===== src/rtl/alu32_pkg.sv =====
// Shared function codes and helpers for the registered 32-bit ALU.
// Optional ALU32_OVERFLOW_EN adds the signed overflow output.
package alu32_pkg;

  typedef logic [5:0] alu_fn_t;

  localparam alu_fn_t FN_ADD  = 6'b100000;
  localparam alu_fn_t FN_ADDU = 6'b100001;
  localparam alu_fn_t FN_SUB  = 6'b100010;
  localparam alu_fn_t FN_SUBU = 6'b100011;
  localparam alu_fn_t FN_AND  = 6'b100100;
  localparam alu_fn_t FN_OR   = 6'b100101;
  localparam alu_fn_t FN_XOR  = 6'b100110;
  localparam alu_fn_t FN_NOR  = 6'b100111;
  localparam alu_fn_t FN_SLT  = 6'b101010;
  localparam alu_fn_t FN_SLTU = 6'b101011;
  localparam alu_fn_t FN_SLLV = 6'b000100;
  localparam alu_fn_t FN_SRLV = 6'b000110;
  localparam alu_fn_t FN_SRAV = 6'b000111;

  localparam int SHAMT_W = 5;

endpackage


===== src/rtl/alu32_core.sv =====
// Combinational ALU datapath: decode, compute, flag illegal/overflow.
// ALU32_OVERFLOW_EN adds the ovf_o port and its logic.
module alu32_core
  import alu32_pkg::*;
#(
  parameter int N = 32
) (
  input  logic [N-1:0] a_i,
  input  logic [N-1:0] b_i,
  input  alu_fn_t      op_i,
  output logic [N-1:0] res_o,
`ifdef ALU32_OVERFLOW_EN
  output logic         ovf_o,
`endif
  output logic         illegal_o
);

  logic [N-1:0]       sum;
  logic [N-1:0]       dif;
  logic [SHAMT_W-1:0] shamt;
  logic               slt;
  logic               sltu;

  assign sum   = a_i + b_i;
  assign dif   = a_i - b_i;
  assign shamt = a_i[SHAMT_W-1:0];
  assign slt   = $signed(a_i) < $signed(b_i);
  assign sltu  = a_i < b_i;

  always_comb begin
    res_o     = '0;
    illegal_o = 1'b0;
    unique case (op_i)
      FN_ADD,
      FN_ADDU: res_o = sum;
      FN_SUB,
      FN_SUBU: res_o = dif;
      FN_AND:  res_o = a_i & b_i;
      FN_OR:   res_o = a_i | b_i;
      FN_XOR:  res_o = a_i ^ b_i;
      FN_NOR:  res_o = ~(a_i | b_i);
      FN_SLT:  res_o = {{(N-1){1'b0}}, slt};
      FN_SLTU: res_o = {{(N-1){1'b0}}, sltu};
      FN_SLLV: res_o = b_i << shamt;
      FN_SRLV: res_o = b_i >> shamt;
      FN_SRAV: res_o = $signed(b_i) >>> shamt;
      default: illegal_o = 1'b1;
    endcase
  end

`ifdef ALU32_OVERFLOW_EN
  logic add_ovf;
  logic sub_ovf;

  assign add_ovf = (a_i[N-1] == b_i[N-1])
                 & (sum[N-1] != a_i[N-1]);
  assign sub_ovf = (a_i[N-1] != b_i[N-1])
                 & (dif[N-1] != a_i[N-1]);

  // Only the trapping-flavour ops report overflow
  always_comb begin
    ovf_o = 1'b0;
    if (op_i == FN_ADD)
      ovf_o = add_ovf;
    else if (op_i == FN_SUB)
      ovf_o = sub_ovf;
  end
`endif

endmodule


===== src/rtl/alu32_bit.sv =====
// Registered 32-bit MIPS ALU, one-cycle result latency.
// ALU32_OVERFLOW_EN adds the registered overflow output.
module alu32_bit
  import alu32_pkg::*;
#(
  parameter int N = 32
) (
  input  logic         clk,
  input  logic         rst_n,
  input  logic         in_valid,
  input  logic [N-1:0] A,
  input  logic [N-1:0] B,
  input  logic [5:0]   opcode,
  output logic [N-1:0] out,
  output logic         out_valid,
  output logic         zero,
`ifdef ALU32_OVERFLOW_EN
  output logic         overflow,
`endif
  output logic         illegal
);

  logic [N-1:0] res;
  logic         ill;

  logic [N-1:0] out_d, out_q;
  logic         vld_d, vld_q;
  logic         ill_d, ill_q;

`ifdef ALU32_OVERFLOW_EN
  logic ovf;
  logic ovf_d, ovf_q;
`endif

  alu32_core #(.N(N)) u_core (
    .a_i       (A),
    .b_i       (B),
    .op_i      (alu_fn_t'(opcode)),
    .res_o     (res),
`ifdef ALU32_OVERFLOW_EN
    .ovf_o     (ovf),
`endif
    .illegal_o (ill)
  );

  // Idle cycles hold the last result; only the valid flag drops
  assign out_d = in_valid ? res : out_q;
  assign ill_d = in_valid ? ill : ill_q;
  assign vld_d = in_valid;

  always_ff @(posedge clk or negedge rst_n) begin
    if (!rst_n) begin
      out_q <= '0;
      vld_q <= 1'b0;
      ill_q <= 1'b0;
    end else begin
      out_q <= out_d;
      vld_q <= vld_d;
      ill_q <= ill_d;
    end
  end

`ifdef ALU32_OVERFLOW_EN
  assign ovf_d = in_valid ? ovf : ovf_q;

  always_ff @(posedge clk or negedge rst_n) begin
    if (!rst_n)
      ovf_q <= 1'b0;
    else
      ovf_q <= ovf_d;
  end

  assign overflow = ovf_q;
`endif

  assign out       = out_q;
  assign out_valid = vld_q;
  assign illegal   = ill_q;
  assign zero      = (out_q == '0);

endmodule


===== config.mk =====
export PLATFORM = sky130hd
export DESIGN_NAME = alu32_bit
export DESIGN_NICKNAME = d
export VERILOG_FILES = /design/src/rtl/alu32_pkg.sv /design/src/rtl/alu32_core.sv /design/src/rtl/alu32_bit.sv
export SDC_FILE = /design/constraint.sdc
export NUM_CORES = 1
export LEC_CHECK = 0
export CAP_MARGIN = 20
export CORE_MARGIN = 5
export CORE_UTILIZATION = 45
export DETAILED_ROUTE_END_ITERATION = 10
export GPL_TIMING_DRIVEN = 1
export PLACE_DENSITY = 0.66
export SETUP_SLACK_MARGIN = 0.05
export SLEW_MARGIN = 20
export SYNTH_ARGS = -nofsm -noshare
export SYNTH_HDL_FRONTEND = slang
export SYNTH_SLANG_ARGS = --single-unit

===== constraint.sdc =====
create_clock -name clk -period 3.5 [get_ports clk]
set_input_delay 0.35 -clock clk [delete_from_list [all_inputs] [get_ports clk]]
set_output_delay 0.35 -clock clk [all_outputs]
set_load 0.02 [all_outputs]

# Word-level counts from Yosys, hierarchy flattened
# Cells that the tools add are included.
# W data, S select, Z words.
# totals
regBits	34
# classes
order_cmp	2
shift	3
muxes	2
bitwise_logic	4
n_addsub	2
reduce_logical	4
n_eq_ne	13
# op_table
op	count
$pmux W32 S11	1
$lt A32 B32 Y1	2
$eq A6 B6 Y1 const B	10
$add A32 B32 Y32	1
$and A32 B32 Y32	1
$logic_not A32 Y1	1
$not A32 Y32	1
$or A32 B32 Y32	1
$shl A32 B5 Y32	1
$shr A32 B5 Y32	1
$sshr A32 B5 Y32	1
$sub A32 B32 Y32	1
$xor A32 B32 Y32	1
$eq A6 B3 Y1 const B	3
$reduce_or A13 Y1	1
$reduce_or A2 Y1	2
$mux W1	1

# Depth between registers and ports, before layout
# depth
depth_word	3
ltp_mapped	16
ltp_nobuf	13

# Cells and area by module
# A second synthesis with hierarchy kept.
# unflattened
cells_unflattened	1424
hier_area_um2	10390.0
# modules_own_cells
mod	cells_per_inst	area_each_um2	n_inst
alu32_core	1342	8917.3	1
alu32_bit	82	1472.7	1

# Worst setup path after synthesis
# Ideal clock, no wire load.
# synth_timing
path_type	input -> register
startpoint	input port A[0]
endpoint	register out_q[30] (netlist: out[30])
path_buffers	3
arrival_time_ns	3.419
stages	16
required_ns	3.413
path_slack_ns	-0.006
path_cell_list	buf_6 buf_8 clkinv_1 clkbuf_1 ha_1 inv_1 fa_1 nand2b_1 a2111oi_0 o31a_1 nor4_1 o21ai_1 o21ai_1 a211oi_1 or4_1 o211ai_1
# synth_between
elab_chain_cells	2
# synth_rtl
element	line_no	rtl
start: declaration	alu32_bit.sv:11	input logic [N-1:0] A,
$sub A32 B32 Y32 (tied with other cells)	alu32_core.sv:25	assign dif = a_i - b_i;
$pmux W32 S11 (*)	alu32_core.sv:33	unique case (op_i)
end signal: assignment	alu32_bit.sv:57	out_q <= out_d;
end: declaration	alu32_bit.sv:26	logic [N-1:0] out_d, out_q;
# Every way passes the cells marked *; elsewhere a longest branch is shown, timed or not.
# A chain may end at the register's enable or synchronous reset.

# Worst setup path after layout
# layout_timing
startpoint	input port B[8]
endpoint	register out_q[17] (netlist: out[17])
# layout_between
elab_chain_cells	2
# layout_rtl
element	line_no	rtl
start: declaration	alu32_bit.sv:12	input logic [N-1:0] B,
$sub A32 B32 Y32 (tied with other cells)	alu32_core.sv:25	
$pmux W32 S11 (*)	alu32_core.sv:33	
# Marks and branches as above.

==> impl_results.md <==
* Normalized max-slew margin at 0.381
* Post-Route Skew at 0 ps
* Multiplexer share of the synthesized area at 0.186
* Worst Max-Slew Pin Slew at ~900 ps
* Max_cap viols at 0
* RSZ-0062 raised after global routing: yes
* Initial Utilization at 0.454
* Critical R2R Launch: out[30]
* # IOs at 108
* Simple-gate share of the synthesized area at 0.194
* Rows at 56
* Clock Tree Buf Depth at 2
* Synth Area in Compound Gates at 0.291
* Reg-to-reg slack, setup at 1800 ps
* Crit path from: B[8]
* Flops & latches, synth at 34
* Status: completed
* Hold Worst Slack at 469 ps
* Largest net degree at the start of global routing at 68
* Worst VDD drop at between 0.15 and 0.2 mV
* Synth Area in XOR/XNOR at 0.0455
* Cell Count, Final, Fillers Out at roughly 2000
* Crit path kind: input pin to flip-flop
* Ant diodes at 0
* Sequential area share after synthesis at 0.0803
* Async S/R FF share, synth at 1.00
* Yosys cell types at 80
* Routability cong. at 1.03
* CTS tree: yes
* Fillers at 2307
* Die width at between 150 and 200 um
* Synth Flop Type: dfrtp_1
* Clk sinks at 34
* Clock Pin Slew Worst Setup and Hold Paths at about 60 ps
* Vias at around 13000
* H-Tree Depth at 2
* Vias in the first global route at 12300
* Clk_lat worst skew at about 300 ps
* Syn_nets at about 1600
* Vias per cell at ~6.6
* Final Net Count at 1844
* Overflow after GRT at 0
* GRT Resource Usage Total at 0.388
* Routed wire length at ~53000 um
* Final setup vio count at 0
* Chip Height at 163 um
* Period minus WS final at 3450 ps
* Reg-to-Reg End: out[30]
* Main combinational cell family by area after synthesis: compound AO/OA/AOI/OAI gates
* Mapped Area at roughly 11000 um2
* Placed cells at slightly below 2000
* Cells after synthesis at roughly 1400
* Critical path launch point type: input pin
* Post-synthesis area per instance at 7.35 um2
* Layout Area Growth over Synthesis at 27.2%
* Fin crit share at 0.985
* Final Hold Fails at 0
* CP arrival at 3640 ps
* Power density cells at between 200 and 250 nW/um2
* FF-to-FF path depth at 6
* Share of cells above drive strength 1 at 0.193
* Core box area at 23300 um2
* Fmax at 0.290 GHz
* P_leak at 5.81 nW
* DRC Markers at 0
* Final Max Tran Viols at 0
* Worst Setup EP: out[17]
* CP Capture Type: flip-flop
* CTS root buffer: clkbuf_16
* Port Buffer Count at 107
* CTS Buf Count at 5
* First-pass GRT wire length at 77500 um
* Post-Synth Adder-Cell Area at 0.120
* Worst Path Required at between 3000 and 4000 ps
* Post-synth EDFFs at 0
* Yosys warns at 0
* Crit-path max FO at 7
* Pre-antenna DRT Iters at 6
* Hold crit path type: input pin to async pin
* Post-DP HPWL at between 40000 and 50000 um
* Initial antenna violation count at 1
* Die ar. at about 27000 um2
* Antenna Violating Nets Remaining at 0
* Iter 0 DRT Violations at 1492
* Routed wire per std cell at 26.8 um
==> logic make-up after synthesis <==
logic type,count (synthesis)
AOI/OAI and AO/OA,471
adders and majority gates,100
muxes,125
buffers and inverters,211
and+or+nand+nor,446
DFF,34
xor gates and xnor gates,55
==> cells in the mapped netlist (5+ instances only) <==
library cell | number | area (um2)
o21ai_1 | 7 | 35.0
or3_1 | 11 | 68.8
nor4_1 | 20 | 125
nor2_1 | 164 | 616
and3_1 | 5 | 31.3
mux2i_1 | 61 | 611
inv_1 | 95 | 357
buf_2 | 28 | 140
mux4_2 | 47 | 1060
o2bb2ai_1 | 5 | 43.8
buf_1 | 10 | 37.5
xnor2_1 | 51 | 447
o22ai_1 | 12 | 75.1
a211o_1 | 6 | 52.6
clkbuf_1 | 62 | 233
mux2_2 | 10 | 113
a21oi_1 | 129 | 646
a31oi_1 | 31 | 194
a221oi_1 | 16 | 140
ha_1 | 98 | 1230
o31ai_1 | 17 | 128
o21a_1 | 8 | 60.1
nand3_1 | 31 | 155
a22oi_1 | 9 | 67.6
nor3_1 | 41 | 205
nand4_1 | 11 | 68.8
mux4_1 | 7 | 184
dfrtp_1 | 34 | 851
a211oi_1 | 29 | 218
buf_4 | 6 | 45.0
nand2b_1 | 12 | 75.1
nand2_1 | 110 | 413
a2111oi_0 | 8 | 70.1
nor2b_1 | 18 | 113
o221ai_1 | 7 | 61.3
o21bai_1 | 14 | 105
a21o_1 | 11 | 82.6
o211ai_1 | 16 | 120
o21ai_0 | 94 | 470
==> power breakdown <==
part	total (W)	switching [W]	internal, W
logic	0.00210	0.00122	0.000873
registers	0.000454	0.0000326	0.000421
clock network	0.000512	0.000189	0.000323
==> cell usage in the layout (no fill, tap or decap), types with 17 or more instances in the layout <==
cell             Yosys  routed
inv_1               95      95
nor4_1              20      19
o31ai_1             17      17
nand2_1            110     110
nor3_1              41      40
xnor2_1             51      51
mux2i_1             61      61
a31oi_1             31      29
a211oi_1            29      28
nor2_1             164     163
dfrtp_1             34      34
mux4_2              47      47
buf_4                6     226
nand3_1             31      30
a21oi_1            129     128
o21ai_0             94      91
ha_1                98      98
nor2b_1             18      18
clkdlybuf4s50_1      0     100
==> cell type report <==
class	instances	area, um2	share of cell area
multi-input cells	1197	8900	0.661
repair buffers	333	2780	0.206
flip-flops and latches	34	851	0.0631
well taps	319	399	0.0296
inverters	100	375	0.0279
clock buffers	8	166	0.0124
==> layer usage <==
metal / vias to the layer above / track usage / part of all wire
met3: 166 / 0.0888 / 0.12
met5: - / 0 / 0.00021
li1: 5822 / - / -
met4: 2 / 0.178 / 0.057
met2: 879 / 0.605 / 0.44
met1: 6197 / 0.510 / 0.39
==> sequential cells by signal, summed over array words and instances (netlist names) <==
register and count:
out 32, illegal 1, out_valid 1
==> worst min-delay path by stage <==
stage,from,to,slack [ps],cells past startpoint
final,rst_n,illegal,470,2
after global routing,illegal,illegal,520,2
after floorplan,rst_n,illegal,50,0
after global placement,illegal,illegal,470,2
after detailed placement,illegal,illegal,480,2
after CTS,rst_n,illegal,480,2
==> through the flow <==
step                setup TNS (ps)  power (W)  setup WS [ps]  cell area [um2]   util
finish                           0    0.00306           53.6            13500  0.577
global route                  -241    0.00319           -140            13500  0.577
CTS                              0    0.00299            107            13400  0.575
detailed placement           -1920    0.00248           -278            13300  0.568
global placement             -1070    0.00247           -183            13300  0.568
floorplan                        0    0.00158            105            10600      -
==> worst max-delay path: stages <==
cell and delay (ps):
clkdlybuf4s50_1 470, inv_1 60, ha_1 400, inv_1 110, a2111oi_1 450, a21oi_1 200
a31oi_4 330, buf_4 180, nor2_1 40, o31ai_1 280, xnor2_1 220, a211oi_2 340
buf_4 170, nor2_1 40
==> repair_timing <==
item | 4_1_cts | 5_1_grt
resized for setup | 1 | 14
setup endpoints to repair | 1 | 11
gates cloned | 0 | 0
buffers inserted | 0 | 1
hold buffers | 0 | 0
pin swaps | 0 | 2
No activity file was read; power rests on OpenSTA's default activity.
